### config.mk
export PLATFORM = sky130hd
export DESIGN_NAME = siso_8_bit_loopback_controller
export DESIGN_NICKNAME = d
export VERILOG_FILES = /design/src/rtl/siso_ctrl_pkg.sv /design/src/rtl/siso_ctrl_bit_counter.sv /design/src/rtl/siso_8_bit_loopback_controller.sv
export SDC_FILE = /design/constraint.sdc
export NUM_CORES = 1
export LEC_CHECK = 0
export ABC_CLOCK_PERIOD_IN_PS = 4450
export BUFFER_PORTS_ARGS = -buffer_cell sky130_fd_sc_hd__buf_4
export CAP_MARGIN = 20
export CORE_ASPECT_RATIO = 1.2
export CORE_MARGIN = 5
export CORE_UTILIZATION = 59
export DETAILED_ROUTE_END_ITERATION = 7
export PLACE_DENSITY = 0.83
export SYNTH_ARGS = -nofsm -noshare
export SYNTH_HDL_FRONTEND = slang
export SYNTH_SLANG_ARGS = --single-unit
### constraint.sdc
create_clock -name Clk_In -period 4.45 [get_ports Clk_In]
set_input_delay 0.89 -clock Clk_In [delete_from_list [all_inputs] [get_ports Clk_In]]
set_output_delay 0.89 -clock Clk_In [all_outputs]
set_load 0.1 [all_outputs]
### src/rtl/siso_ctrl_pkg.sv
// Shared state encoding and frame geometry for the SISO loopback sequencer.
package siso_ctrl_pkg;

   localparam int SISO_DEPTH   = 8;
   localparam int FRAME_SHIFTS = 2 * SISO_DEPTH;

   typedef enum logic [1:0] {
      IDLE  = 2'd0,
      LOAD  = 2'd1,
      FLUSH = 2'd2,
      DONE  = 2'd3
   } siso_ctrl_state_t;

endpackage

### src/rtl/siso_ctrl_bit_counter.sv
// Shift-slot counter for one loopback frame, advanced only on shift edges.
// Latency: count and terminal flags are registered, valid the cycle after the edge.
// Backpressure: none; a held frame simply leaves en low.
module siso_bit_counter #(
   parameter int DATA_WIDTH = 8,
   parameter int CNT_WIDTH  = 5
) (
   input  logic                 clk,
   input  logic                 rst_n,
   input  logic                 clr,
   input  logic                 en,
   output logic [CNT_WIDTH-1:0] cnt,
   output logic                 cnt_is_load_last,
   output logic                 cnt_is_frame_last
);

   always_ff @(posedge clk or negedge rst_n) begin
      if (!rst_n) begin
         cnt <= '0;
      end else if (clr) begin
         cnt <= '0;
      end else if (en) begin
         cnt <= cnt + 1'b1;
      end
   end

   assign cnt_is_load_last  = (cnt == CNT_WIDTH'(DATA_WIDTH - 1));
   assign cnt_is_frame_last = (cnt == CNT_WIDTH'(2 * DATA_WIDTH - 1));

endmodule

### src/rtl/siso_8_bit_loopback_controller.sv
// Loopback self-test sequencer: loads a byte MSB-first into a SISO register, flushes it back out and compares.
// Latency: Rx_Valid_Out rises 2*DATA_WIDTH cycles after accept, plus one per held shift slot.
// Backpressure: Tx_Ready_Out only in IDLE; result held in DONE until Rx_Ready_In.
module siso_8_bit_loopback_controller
   import siso_ctrl_pkg::*;
#(
   parameter int DATA_WIDTH = SISO_DEPTH,
   parameter int CNT_WIDTH  = 5
) (
   input  logic                  Clk_In,
   input  logic                  Reset_In,
   input  logic [DATA_WIDTH-1:0] Tx_Data_In,
   input  logic                  Tx_Valid_In,
   output logic                  Tx_Ready_Out,
   input  logic                  Hold_In,
   output logic [DATA_WIDTH-1:0] Rx_Data_Out,
   output logic                  Rx_Valid_Out,
   input  logic                  Rx_Ready_In,
   output logic                  Error_Out,
   output logic                  Busy_Out,
   output logic                  SR_Enable_Out,
   output logic                  SR_Shift_Out,
   output logic                  SR_Serial_Data_Out,
   input  logic                  SR_Serial_Data_In
);

   localparam int IDX_W = $clog2(DATA_WIDTH);
   localparam int FRAME = 2 * DATA_WIDTH;

   siso_ctrl_state_t state_q, state_d;

   logic [DATA_WIDTH-1:0] tx_byte_q, tx_byte_d;
   logic [DATA_WIDTH-1:0] rx_byte_q, rx_byte_d;
   logic [DATA_WIDTH-1:0] rx_data_q, rx_data_d;
   logic                  rx_vld_q, rx_vld_d;
   logic                  err_q, err_d;
   logic                  sr_en_q, sr_en_d;
   logic                  sr_shift_q, sr_shift_d;
   logic                  sr_ser_q, sr_ser_d;

   logic [CNT_WIDTH-1:0]  cnt;
   logic [CNT_WIDTH-1:0]  cnt_after;
   logic                  cnt_is_load_last;
   logic                  cnt_is_frame_last;
   logic                  cnt_clr;
   logic                  cnt_en;
   logic                  shift_edge;
   logic                  in_frame;
   logic [IDX_W-1:0]      load_idx;
   logic [DATA_WIDTH-1:0] rx_shifted;

   // A shift edge is any edge at which the register was told to shift.
   assign shift_edge = sr_shift_q;
   assign in_frame   = (state_q == LOAD) || (state_q == FLUSH);
   assign cnt_clr    = (state_q == IDLE) && Tx_Valid_In;
   assign cnt_en     = shift_edge && in_frame;
   assign cnt_after  = shift_edge ? (cnt + 1'b1) : cnt;

   // Bit to present after shift edge n is tx_byte[DATA_WIDTH-2-n].
   assign load_idx   = IDX_W'(DATA_WIDTH - 2) - cnt[IDX_W-1:0];
   assign rx_shifted = {rx_byte_q[DATA_WIDTH-2:0], SR_Serial_Data_In};

   siso_bit_counter #(
      .DATA_WIDTH (DATA_WIDTH),
      .CNT_WIDTH  (CNT_WIDTH)
   ) u_bit_counter (
      .clk               (Clk_In),
      .rst_n             (Reset_In),
      .clr               (cnt_clr),
      .en                (cnt_en),
      .cnt               (cnt),
      .cnt_is_load_last  (cnt_is_load_last),
      .cnt_is_frame_last (cnt_is_frame_last)
   );

   always_comb begin
      state_d    = state_q;
      tx_byte_d  = tx_byte_q;
      rx_byte_d  = rx_byte_q;
      rx_data_d  = rx_data_q;
      rx_vld_d   = rx_vld_q;
      err_d      = err_q;
      sr_en_d    = sr_en_q;
      sr_shift_d = sr_shift_q;
      sr_ser_d   = sr_ser_q;

      unique case (state_q)
         IDLE: begin
            sr_en_d    = 1'b0;
            sr_shift_d = 1'b0;
            if (Tx_Valid_In) begin
               tx_byte_d  = Tx_Data_In;
               sr_en_d    = 1'b1;
               sr_shift_d = !Hold_In;
               sr_ser_d   = Tx_Data_In[DATA_WIDTH-1];
               state_d    = LOAD;
            end
         end

         LOAD: begin
            sr_shift_d = !Hold_In && (cnt_after < CNT_WIDTH'(FRAME));
            if (shift_edge) begin
               if (cnt_is_load_last) begin
                  sr_ser_d = 1'b0;
                  state_d  = FLUSH;
               end else begin
                  sr_ser_d = tx_byte_q[load_idx];
               end
            end
         end

         FLUSH: begin
            sr_ser_d   = 1'b0;
            sr_shift_d = !Hold_In && (cnt_after < CNT_WIDTH'(FRAME));
            // The register MSB is sampled before this edge's shift moves it out.
            if (shift_edge) begin
               rx_byte_d = rx_shifted;
               if (cnt_is_frame_last) begin
                  rx_data_d  = rx_shifted;
                  rx_vld_d   = 1'b1;
                  err_d      = (rx_shifted != tx_byte_q);
                  sr_shift_d = 1'b0;
                  sr_en_d    = 1'b0;
                  state_d    = DONE;
               end
            end
         end

         DONE: begin
            sr_shift_d = 1'b0;
            sr_en_d    = 1'b0;
            if (Rx_Ready_In) begin
               rx_vld_d = 1'b0;
               err_d    = 1'b0;
               state_d  = IDLE;
            end
         end

         default: begin
            state_d = IDLE;
         end
      endcase
   end

   always_ff @(posedge Clk_In or negedge Reset_In) begin
      if (!Reset_In) begin
         state_q    <= IDLE;
         tx_byte_q  <= '0;
         rx_byte_q  <= '0;
         rx_data_q  <= '0;
         rx_vld_q   <= 1'b0;
         err_q      <= 1'b0;
         sr_en_q    <= 1'b0;
         sr_shift_q <= 1'b0;
         sr_ser_q   <= 1'b0;
      end else begin
         state_q    <= state_d;
         tx_byte_q  <= tx_byte_d;
         rx_byte_q  <= rx_byte_d;
         rx_data_q  <= rx_data_d;
         rx_vld_q   <= rx_vld_d;
         err_q      <= err_d;
         sr_en_q    <= sr_en_d;
         sr_shift_q <= sr_shift_d;
         sr_ser_q   <= sr_ser_d;
      end
   end

   assign Tx_Ready_Out       = (state_q == IDLE);
   assign Busy_Out           = in_frame;
   assign Rx_Data_Out        = rx_data_q;
   assign Rx_Valid_Out       = rx_vld_q;
   assign Error_Out          = err_q;
   assign SR_Enable_Out      = sr_en_q;
   assign SR_Shift_Out       = sr_shift_q;
   assign SR_Serial_Data_Out = sr_ser_q;

endmodule

== Word level (Yosys, flattened, before mapping) ==
Index checks and enable logic that the tools add are counted.
Word-level totals
  bits in registers: 35
  input port bits: 14
  word-level logic and storage cells: 74
Cells by class
  add/sub/neg operators: 2
  $lt $le $gt $ge: 2
  equal/unequal tests: 12
  mux-type cells: 31
  reductions and logical operators: 17
Operator list (count)
  $mux W1: 15
  $mux W5: 3
  $mux W2: 6
  $ne A2 B2 Y1 const B: 6
  $reduce_and A3 Y1: 3
  $ne A8 B8 Y1: 1
  $pmux W2 S4: 1
  $pmux W1 S3: 2
  $reduce_and A6 Y1: 1
  $reduce_bool A3 Y1: 2
  $add A5 B1 Y5 const B: 1
  $eq A5 B3 Y1 const B: 1
  $eq A5 B4 Y1 const B: 1
  $lt A5 B5 Y1 const B: 1
  $eq A2 B2 Y1 const B: 2
  $lt A3 B4 Y1 const B: 1
  $pmux W1 S2: 2
  $pmux W1 S4: 1
  $reduce_and A2 Y1: 2
  $reduce_and A4 Y1: 1
  $reduce_bool A2 Y1: 2
  $bmux W1 S3: 1
  $logic_and A1 B1 Y1: 3
  $sub A3 B3 Y3 const A: 1
  4 further kinds: 4

== Logic depth before layout (Yosys ltp) ==
Gate-level depths: netlist of the first run.
  depth in word-level cells: 7
  gate-level depth with buffers: 7
  gate-level depth less buffers: 7

== Modules after synthesis ==
A second synthesis of the first run with hierarchy kept.
Unflattened totals
  cells, all modules: 137
  area total of the unflattened synthesis: 1740.4 um^2
Modules (own cells, without submodules)
  siso_8_bit_loopback_controller: times used 1, cells an instance 112, area an instance 1452.6 um^2, seq. area each 750.7 um^2
  siso_bit_counter: times used 1, cells an instance 25, area an instance 287.8 um^2, seq. area each 125.1 um^2

== Least setup slack after synthesis of the first run ==
No wires, ideal clock.
  path kind: reg2out
  start: register state_q[0]
  end: output Tx_Ready_Out
  arrival: 1.373 ns
  required time: 3.560 ns
  setup slack: 2.187 ns
  cell stages (with the launch flop): 3
  cells stage by stage: dfrtp_1 -> inv_1 -> ha_1
On the way
  word-level cells in the longest chain between the ends: 1
RTL lines
  start, declared: RTL line siso_8_bit_loopback_controller.sv:30  | siso_ctrl_state_t state_q, state_d;
  start signal, assigned: RTL line siso_8_bit_loopback_controller.sv:157  | state_q <= state_d;
  $logic_not A2 Y1: RTL line siso_8_bit_loopback_controller.sv:169  | assign Tx_Ready_Out = (state_q == IDLE);
  end, declared: RTL line siso_8_bit_loopback_controller.sv:14  | output logic Tx_Ready_Out,
Every way passes these cells.

== Worst setup path after layout of the first run ==
Ends and elaborated chain as after synthesis.

==> impl_metrics.yaml, run 1 <==
power:
  p_int_uw: 867
  combPwrFrac_pct: 47.8
  p_per_area_nw_per_um2: 751
  p_total_uw: 1540
  switchingPower_uw: 676
  p_leak_uw: 0.00103
  p_seq_share_pct: 33.7
  p_clk_share_pct: 18.5
  sw_frac_of_total_pct: 43.8
  ir_drop_uv: 778
worst_hold_path:
  hold_path_class: "in -> async"
worst_setup_path:
  slowest_delay_ns: 0.43
  r2r-start: "u_bit_counter.cnt[0]$_DFFE_PN0P_"
  endpoint_kind: "output port"
  path_cells: "inv_1 -> ha_1 -> buf_4"
  critPathSlowestCell: "dfrtp_1"
  startpoint: "state_q[0]$_DFFE_PN0P_"
  worstPathRequired_ns: 3.56
  r2r_slack_ns: 2.28
  crit_path_max_fanout: 7
  crit_cells: 3
  path_buf_inv: 2
  crit_path_start_kind: "register"
  rr_endpoint: "state_q[1]$_DFFE_PN0P_"
  crit_path_end: "Tx_Ready_Out"
  arrival_ns: 1.54
  worstSetupPathType: "reg -> out"
  critPathTopFamily: "buffers and inverters"
  ff2ff_path_depth: 7
cts:
  cts_setup_buffers: 0
  ctsHoldBuffers: 0
  cts_root_buffer: "clkbuf_4"
  cts_buffers: 5
  htree_levels: 2
  cts.path.max_buffers: 2
  clkLatencyLatePin_ns: 0.36
  cts.clk_slew.worst_paths_ns: 0.11
  cts_sinks: 35
  cts_resized: 0
  cts_tree: "done"
floorplan:
  fp.coreArea_um2: 2810
  die_w_um: 59.3
  start_util_pct: 61.2
  die_h_um: 69.2
  rows: 21
  die_area_um2: 4100
  ios: 29
final_layout:
  nNetsFinal: 206
  area_growth_pct: 19.4
  fillCellCount: 206
  finish.utilization_pct: 73.1
  drive_gt1_share_pct: 28.9
  num_antenna_cells: 0
timing:
  grt_setup_unrepaired: "false"
  post-route-min-period_ns: 2.43
  max_slew_margin_pct: 66.7
  final_max_slew_viol_count: 0
  tightest_slew_ns: 0.499
  skew_ns: 0.0129
  fmax_ghz: 0.411
  finalCritPeriodShare_pct: 54.7
  setup_viol: 0
  final.setup.tns_ns: 0
  hold_viol: 0
route:
  drt-initial-drc-count: 28
  drc: 0
  antenna_left: 0
  viasPerCell: 5.57
  num_vias: 1232
  routed_wl_um: 3530
  dr.pass1.iters: 4
  wire_per_inst_um: 16.0
yosys:
  ys_ff_latch: 35
  synth_top_area_cell: "dfrtp_1"
  synth_common_cells: "dfrtp_1, nand2_1, mux2_2"
  seq_area_frac_synth_pct: 50.9
  syn_nets: 176
  synth_edf_count: 0
  netlist_area_um2: 1720
  synth.most_common_cell: "dfrtp_1"
  syn-mean-instance-area_um2: 11.0
  synth.top_cell.area_share_pct: 50.9
  ys_top_cells_by_area: "dfrtp_1, mux2_2, nand2_1"
  synth_warnings: 0
  synthArstFlopShare_pct: 100
  syn_inst: 156
  ys.flop_type: "dfrtp_1"
  synthDistinctLibCells: 33
grt:
  grt_max_degree: 36
  overflow: 0
  grt_first_pass_wirelength_um: 6180
  grt_pass1_vias: 1350
  antenna_found_initial: 0
  grtUsageTotal_pct: 19.9
placed_design:
  port_buffers: 28
  gp_congestion: 0.844
  dp_hpwl_um: 2670
status:
  status: "finished, final reports clean"
flow_run:
  drv_cap: 0
cell type report:
type	instances	area [µm²]	share of cell area, %
repair buffers	28	210	10.2
clock buffers	6	41.3	2.01
multi-input cells	110	802	39.0
clock inverters	2	60.1	2.92
inverters	6	22.5	1.10
well taps	34	42.5	2.07
flip-flops and latches	35	876	42.6
routing by layer:
layer,vias up,share of wire (%),global-route usage (%)
met5,-,0,0
met4,0,2.3,9.57
met3,7,6.0,6.90
met2,30,50,31.5
met1,597,41,23.3
li1,598,-,-
worst reg2reg max path: cells and delay by family, from the launching register on:
family	cells	cell delay [ns]
AO/OA/AOI/OAI	3	0.67
adder cells (fa/ha/maj)	2	0.41
multiplexers	1	0.33
AND/OR/NAND/NOR	1	0.19
flip-flops	1	0.47
per-stage QoR:
stage          cells  setup WS, ns  hold slack [ns]  instance area (µm²)
2_1_floorplan    156          2.19            0.481                 1720
3_3_place_gp     213          2.37            0.489                 1950
3_5_place_dp     213          2.29            0.504                 1950
4_1_cts          221          2.01            0.479                 2050
5_1_grt          221          1.93            0.481                 2050
6_report         221          2.02            0.457                 2050
flip-flops by register name, summed over array words and instances, names as in the netlist:
signal,flops
Rx_Data_Out,8
tx_byte_q,8
rx_byte_q,7
u_bit_counter.cnt,5
state_q,2
Error_Out,1
Rx_Valid_Out,1
SR_Enable_Out,1
SR_Serial_Data_Out,1
SR_Shift_Out,1
how the worst min path moves through the flow:
stage	startpoint	end	slack (ns)	cells past startpoint
finish	Reset_In	state_q[1]$_DFFE_PN0P_	0.46	1
floorplan	tx_byte_q[6]$_DFFE_PN0P_	tx_byte_q[6]$_DFFE_PN0P_	0.48	2
CTS	Reset_In	SR_Serial_Data_Out$_DFFE_PN0P_	0.48	1
detailed placement	Rx_Data_Out[2]$_DFFE_PN0P_	Rx_Data_Out[2]$_DFFE_PN0P_	0.50	1
global placement	Rx_Data_Out[5]$_DFFE_PN0P_	Rx_Data_Out[5]$_DFFE_PN0P_	0.49	1
global route	Reset_In	state_q[1]$_DFFE_PN0P_	0.48	1
placed cells by master, fill, tap and decap left out, drive strengths merged, types with 3 or more instances in the layout:
master / count
nand4: 3
buf: 28
mux2i: 5
nand2: 28
a21oi: 4
xnor2: 10
ha: 6
nor2: 10
inv: 6
mux2: 16
clkbuf: 6
dfrtp: 35
power groups by stage:
stage                     clock network [µW]  registers, µW  logic (µW)
after floorplan                            0            581         524
after global placement                     0            519         711
after detailed placement                   0            525         736
after CTS                                287            518         741
after global routing                     306            536         792
final                                    285            520         737
cell families (layout without fill, tap and decap cells):
family / Yosys count / count (layout) / synth area share [%]
and+or+nand+nor: 52 / 52 / 13.4
DFF: 35 / 35 / 50.9
muxes: 21 / 21 / 13.6
AOI/OAI and AO/OA: 19 / 19 / 9.16
xor gates and xnor gates: 12 / 12 / 6.11
buffers and inverters: 11 / 42 / 2.47
adders and majority gates: 6 / 6 / 4.36
(Power assumes the default switching activity.)
==> run 2, diff against run 1 <==
--- a/config.mk
+++ b/config.mk
@@ -5,14 +5,14 @@
 export SDC_FILE = /design/constraint.sdc
 export NUM_CORES = 1
 export LEC_CHECK = 0
-export ABC_CLOCK_PERIOD_IN_PS = 4450
+export ABC_CLOCK_PERIOD_IN_PS = 2390
 export BUFFER_PORTS_ARGS = -buffer_cell sky130_fd_sc_hd__buf_4
 export CAP_MARGIN = 20
 export CORE_ASPECT_RATIO = 1.2
 export CORE_MARGIN = 5
-export CORE_UTILIZATION = 59
+export CORE_UTILIZATION = 55
 export DETAILED_ROUTE_END_ITERATION = 7
-export PLACE_DENSITY = 0.83
+export PLACE_DENSITY = 0.78
 export SYNTH_ARGS = -nofsm -noshare
 export SYNTH_HDL_FRONTEND = slang
 export SYNTH_SLANG_ARGS = --single-unit
==> constraint.sdc (replaced) <==
create_clock -name Clk_In -period 2.39 [get_ports Clk_In]
set_input_delay 0.478 -clock Clk_In [delete_from_list [all_inputs] [get_ports Clk_In]]
set_output_delay 0.478 -clock Clk_In [all_outputs]
set_load 0.1 [all_outputs]
==> run 2 against run 1 <==
Effect of this change: final cell count is the same; clock skew shrank 0.00088 ns; register-to-register slack lost 2.1 ns; non-clock buffer count is the same; count of clock-buffer cells in the layout is the same; cell area shrank 2.8%; sequential cell count is the same; critical endpoint is now state_q[1]$_DFFE_PN0P_; highest routed layer unchanged.
==> impl_metrics.yaml, run 2 (synthesis gave the netlist of run 1 again) <==
power:
  p_int_uw: 1390
  p_seq_share_pct: 36.8
  p_per_area_nw_per_um2: 1320
  switchingPower_uw: 1240
  combPwrFrac_pct: 52.5
  p_clk_share_pct: 10.7
  sw_frac_of_total_pct: 47.2
  ir_drop_uv: 1070
  p_leak_uw: 0.00100
worst_setup_path:
  endpoint_kind: "register"
  path_buf_inv: 0
  critPathSlowestCell: "dfrtp_1"
  worstPathRequired_ns: 2.62
  worstSetupPathType: "reg -> reg"
  crit_path_max_fanout: 6
  crit_top_cell: "ha_1"
  critPathTopFamily: "compound AO/OA/AOI/OAI gates"
  slowest_delay_ns: 0.47
  path_cells: "ha_1 -> and3_2 -> ha_1 -> a21boi_1 -> a21o_1 -> a2111oi_4 -> mux2_4"
  arrival_ns: 2.40
  crit_path_start_kind: "register"
final_layout:
  num_antenna_cells: 0
  area_growth_pct: 16.1
  final_area_um2: 2000
  nNetsFinal: 206
  layout_common_cells: "dfrtp_1, nand2_1, buf_4"
  final_common_cell: "dfrtp_1"
  drive_gt1_share_pct: 28.1
cts:
  cts_buffers: 5
  cts_sinks: 35
  cts_tree: "done"
  cts.clk_slew.worst_paths_ns: 0.10
  clkLatencyLatePin_ns: 0.34
  htree_levels: 2
  cts_setup_buffers: 0
  cts.path.max_buffers: 2
  cts_resized: 0
  cts_root_buffer: "clkbuf_4"
  ctsHoldBuffers: 0
placed_design:
  dp_hpwl_um: 2670
  port_buffers: 28
  placedInstanceArea_um2: 1960
  gp_congestion: 0.909
floorplan:
  die_area_um2: 4350
  die_w_um: 61.1
  rows: 22
  fp.coreArea_um2: 3030
  die_h_um: 71.3
  ios: 29
  start_util_pct: 56.8
timing:
  grt_setup_unrepaired: "false"
  max_slew_margin_pct: 67.1
  skew_ns: 0.0121
  finalCritPeriodShare_pct: 90.9
  final_max_slew_viol_count: 0
  setup_viol: 0
  final.setup.tns_ns: 0
  post-route-min-period_ns: 2.17
  fmax_ghz: 0.460
  tightest_slew_ns: 0.491
  hold_viol: 0
grt:
  overflow: 0
  grtUsageTotal_pct: 19.3
  grt_first_pass_wirelength_um: 6180
  grt_max_degree: 36
  antenna_found_initial: 0
  grt_pass1_vias: 1285
status:
  status: "finished, final reports clean"
route:
  viasPerCell: 5.57
  drt-initial-drc-count: 66
  wire_per_inst_um: 16.0
  num_vias: 1230
  routed_wl_um: 3530
  antenna_left: 0
  dr.pass1.iters: 4
  drc: 0
flow_run:
  drv_cap: 0
worst_hold_path:
  hold_path_class: "in -> async"
run 2: cell type report:
class                           count  area, µm²
Timing Repair Buffer               28        210
Tap cell                           36       45.0
Multi-Input combinational cell    110        802
Clock buffer                        6       41.3
Sequential cell                    35        876
Fill cell                         266       1030
Inverter                            6       22.5
run 2: layer usage:
layer | routed length [µm] | track usage [%]
met5 | 0 | 0
met4 | 105 | 8.19
met3 | 205 | 5.77
met2 | 1830 | 30.1
met1 | 1400 | 24.3
run 2: per-stage QoR:
step                util, %  std cells  total power [µW]  worst slack (ns)  hold slack, ns
floorplan                 -        156              2060             0.160           0.182
detailed placement     64.6        215              2370             0.219           0.453
finish                 66.0        221              2640             0.218          0.0653
CTS                    66.0        221              2660             0.219          0.0676
global placement       64.6        215              2300             0.319           0.445
global route           66.0        221              2820            0.0583          0.0866
run 2: path summary, 6_finish.rpt:
| check | slack, ns | cells past startpoint | start | end |
|---|---|---|---|---|
| min reg2reg | 0.51 | 1 | Rx_Data_Out[2]$_DFFE_PN0P_ | Rx_Data_Out[2]$_DFFE_PN0P_ |
| max in group asynchronous | 1.99 | 1 | Reset_In | Rx_Data_Out[3]$_DFFE_PN0P_ |
| max | 0.22 | 7 | u_bit_counter.cnt[0]$_DFFE_PN0P_ | state_q[1]$_DFFE_PN0P_ |
| min in group Clk_In | 0.27 | 2 | Hold_In | SR_Shift_Out$_DFF_PN0_ |
| max reg2reg | 0.22 | 7 | u_bit_counter.cnt[0]$_DFFE_PN0P_ | state_q[1]$_DFFE_PN0P_ |
| min | 0.07 | 1 | Reset_In | SR_Shift_Out$_DFF_PN0_ |
run 2: power by group through the flow:
stage | clock network, µW | registers (µW) | logic, µW
2_1_floorplan | 0 | 1080 | 975
3_3_place_gp | 0 | 970 | 1330
3_5_place_dp | 0 | 984 | 1380
4_1_cts | 297 | 970 | 1400
5_1_grt | 323 | 1000 | 1490
6_report | 283 | 970 | 1380
==> run 3, diff against run 2 <==
--- a/config.mk
+++ b/config.mk
@@ -8,11 +8,12 @@
 export ABC_CLOCK_PERIOD_IN_PS = 2390
 export BUFFER_PORTS_ARGS = -buffer_cell sky130_fd_sc_hd__buf_4
 export CAP_MARGIN = 20
-export CORE_ASPECT_RATIO = 1.2
+export CORE_ASPECT_RATIO = 0.75
 export CORE_MARGIN = 5
 export CORE_UTILIZATION = 55
 export DETAILED_ROUTE_END_ITERATION = 7
 export PLACE_DENSITY = 0.78
 export SYNTH_ARGS = -nofsm -noshare
 export SYNTH_HDL_FRONTEND = slang
+export SYNTH_HIERARCHICAL = 1
 export SYNTH_SLANG_ARGS = --single-unit
==> run 3 against run 2 <==
Effect of this change: critical path depth unchanged; hold slack gained 0.070 ns; sequential power grew 2%; fmax up 10%; largest power group unchanged; setup slack improved by 0.20 ns; register-to-register slack better by 0.20 ns; utilization increased by 3.2 points; sequential cell count unchanged; via count shrank 5.7%; final cell count is 5.4% lower; count of clock-buffer cells in the layout is the same; synthesized cell count shrank 12%.
==> impl_metrics.yaml, run 3 <==
status:
  status: "finished, final reports clean"
yosys:
  ys_top_cells_by_area: "dfrtp_1, mux2_2, xnor2_1"
  synth_top_area_cell: "dfrtp_1"
  ys_ff_latch: 35
  synth_common_cells: "dfrtp_1, mux2_2, nor2_1, xnor2_1, inv_1"
  synth.most_common_cell: "dfrtp_1"
  ys.flop_type: "dfrtp_1"
  synthDistinctLibCells: 33
  seq_area_frac_synth_pct: 50.3
  syn_nets: 158
  synthArstFlopShare_pct: 100
  syn-mean-instance-area_um2: 12.7
  syn_inst: 137
  synth_edf_count: 0
  netlist_area_um2: 1740
  synth_warnings: 6
  synth.top_cell.area_share_pct: 50.3
final_layout:
  nNetsFinal: 192
  layout_common_cells: "dfrtp_1, buf_4, mux2_2"
  num_antenna_cells: 0
  area_growth_pct: 19.1
  drive_gt1_share_pct: 39.8
  final_common_cell: "dfrtp_1"
route:
  viasPerCell: 5.55
  num_vias: 1160
  wire_per_inst_um: 15.4
  antenna_left: 0
  drc: 0
  drt-initial-drc-count: 56
  routed_wl_um: 3230
  dr.pass1.iters: 4
timing:
  final_max_slew_viol_count: 0
  finalCritPeriodShare_pct: 82.5
  final.setup.tns_ns: 0
  setup_viol: 0
  post-route-min-period_ns: 1.97
  hold_viol: 0
  max_slew_margin_pct: 70.6
  tightest_slew_ns: 0.441
  fmax_ghz: 0.507
  grt_setup_unrepaired: "false"
  timing.hold.ws_ns: 0.136
  skew_ns: 0.00736
floorplan:
  die_w_um: 75.0
  start_util_pct: 58.0
  die_h_um: 58.7
  rows: 17
  fp.coreArea_um2: 3000
  ios: 29
  die_area_um2: 4400
worst_setup_path:
  rr_endpoint: "state_q[0]$_DFFE_PN0P_"
  arrival_ns: 2.18
  critPathSlowestCell: "dfrtp_1"
  worstSetupPathType: "reg -> reg"
  ff2ff_path_depth: 7
  slowest_delay_ns: 0.52
  crit_top_cell: "ha_1"
  crit_path_start_kind: "register"
  r2r_slack_ns: 0.42
  endpoint_kind: "register"
  startpoint: "u_bit_counter/cnt[0]$_DFFE_PN0P_"
  crit_path_max_fanout: 6
  path_cells: "ha_1 -> and3_1 -> ha_1 -> a21boi_2 -> a21o_1 -> a211oi_2 -> mux2i_1"
  crit_path_end: "state_q[0]$_DFFE_PN0P_"
  worstPathRequired_ns: 2.60
  r2r-start: "u_bit_counter/cnt[0]$_DFFE_PN0P_"
cts:
  htree_levels: 2
  cts_sinks: 35
  cts.clk_slew.worst_paths_ns: 0.07
  cts.path.max_buffers: 2
  cts_tree: "done"
  cts_setup_buffers: 0
  cts_resized: 0
  cts_root_buffer: "clkbuf_8"
  clkLatencyLatePin_ns: 0.29
  cts_buffers: 5
  ctsHoldBuffers: 0
flow_run:
  drv_cap: 0
placed_design:
  gp_congestion: 0.813
  port_buffers: 28
  dp_hpwl_um: 2390
power:
  ir_drop_uv: 655
  p_per_area_nw_per_um2: 1330
  p_leak_uw: 0.00100
worst_hold_path:
  hold_path_class: "in -> async"
grt:
  grt_pass1_vias: 1233
  grt_first_pass_wirelength_um: 5730
  grtUsageTotal_pct: 17.2
  grt_max_degree: 36
  overflow: 0
  antenna_found_initial: 0
## run 3: logic make-up after synthesis
| group | Yosys count | synth area share, % |
|---|---|---|
| buffers and inverters | 10 | 3.02 |
| AOI/OAI and AO/OA | 13 | 5.82 |
| and+or+nand+nor | 32 | 10.2 |
| adders and majority gates | 7 | 5.03 |
| xor gates and xnor gates | 11 | 5.54 |
| DFF | 35 | 50.3 |
| muxes | 29 | 20.1 |
## run 3: layer usage
layer	up-vias	wire (µm)	share of wire, %	track usage, %
met5	-	0	0	0
met4	0	57	1.8	5.84
met3	10	243	7.5	7.68
met2	37	1450	45	24.1
met1	567	1480	46	23.9
li1	546	-	-	-
## run 3: worst min-delay path by stage
stage	from	endpoint
floorplan	Reset_In	Error_Out$_DFFE_PN0P_
global placement	Reset_In	Rx_Data_Out[2]$_DFFE_PN0P_
detailed placement	Reset_In	Rx_Data_Out[1]$_DFFE_PN0P_
CTS	Reset_In	tx_byte_q[7]$_DFFE_PN0P_
global route	Reset_In	Rx_Data_Out[4]$_DFFE_PN0P_
finish	Reset_In	u_bit_counter/cnt[4]$_DFFE_PN0P_
## run 3: worst max-delay path, delay by kind of cell (launching register included)
kind | cells | cell delay (ns)
multiplexers | 1 | 0.23
adder cells (fa/ha/maj) | 2 | 0.46
flip-flops | 1 | 0.52
AND/OR/NAND/NOR | 1 | 0.17
AO/OA/AOI/OAI | 3 | 0.53
## run 3: metrics by stage
step                      area (µm²)  instances  utilization [%]  total power [µW]  setup WS [ns]
after floorplan                 1740        137                -              2090          0.271
after global placement          1990        202             66.2              2310          0.495
after detailed placement        1990        202             66.2              2350          0.408
after CTS                       2070        209             69.1              2780          0.400
after global routing            2070        209             69.1              2950          0.259
final                           2070        209             69.1              2760          0.419
## run 3: power by group
group | leakage, µW | internal, µW | total [µW] | switching (µW)
clock | 0.0000470 | 226 | 424 | 198
combinational | 0.000505 | 543 | 1350 | 805
sequential | 0.000452 | 781 | 987 | 207
total | 0.00100 | 1550 | 2760 | 1210
## run 3: cell type report
type	instances	area (µm²)
Inverter	8	30.0
Fill cell	215	926
Timing Repair Buffer	29	218
Clock inverter	1	5.00
Tap cell	38	47.5
Multi-Input combinational cell	92	815
Sequential cell	35	876
Clock buffer	6	82.6
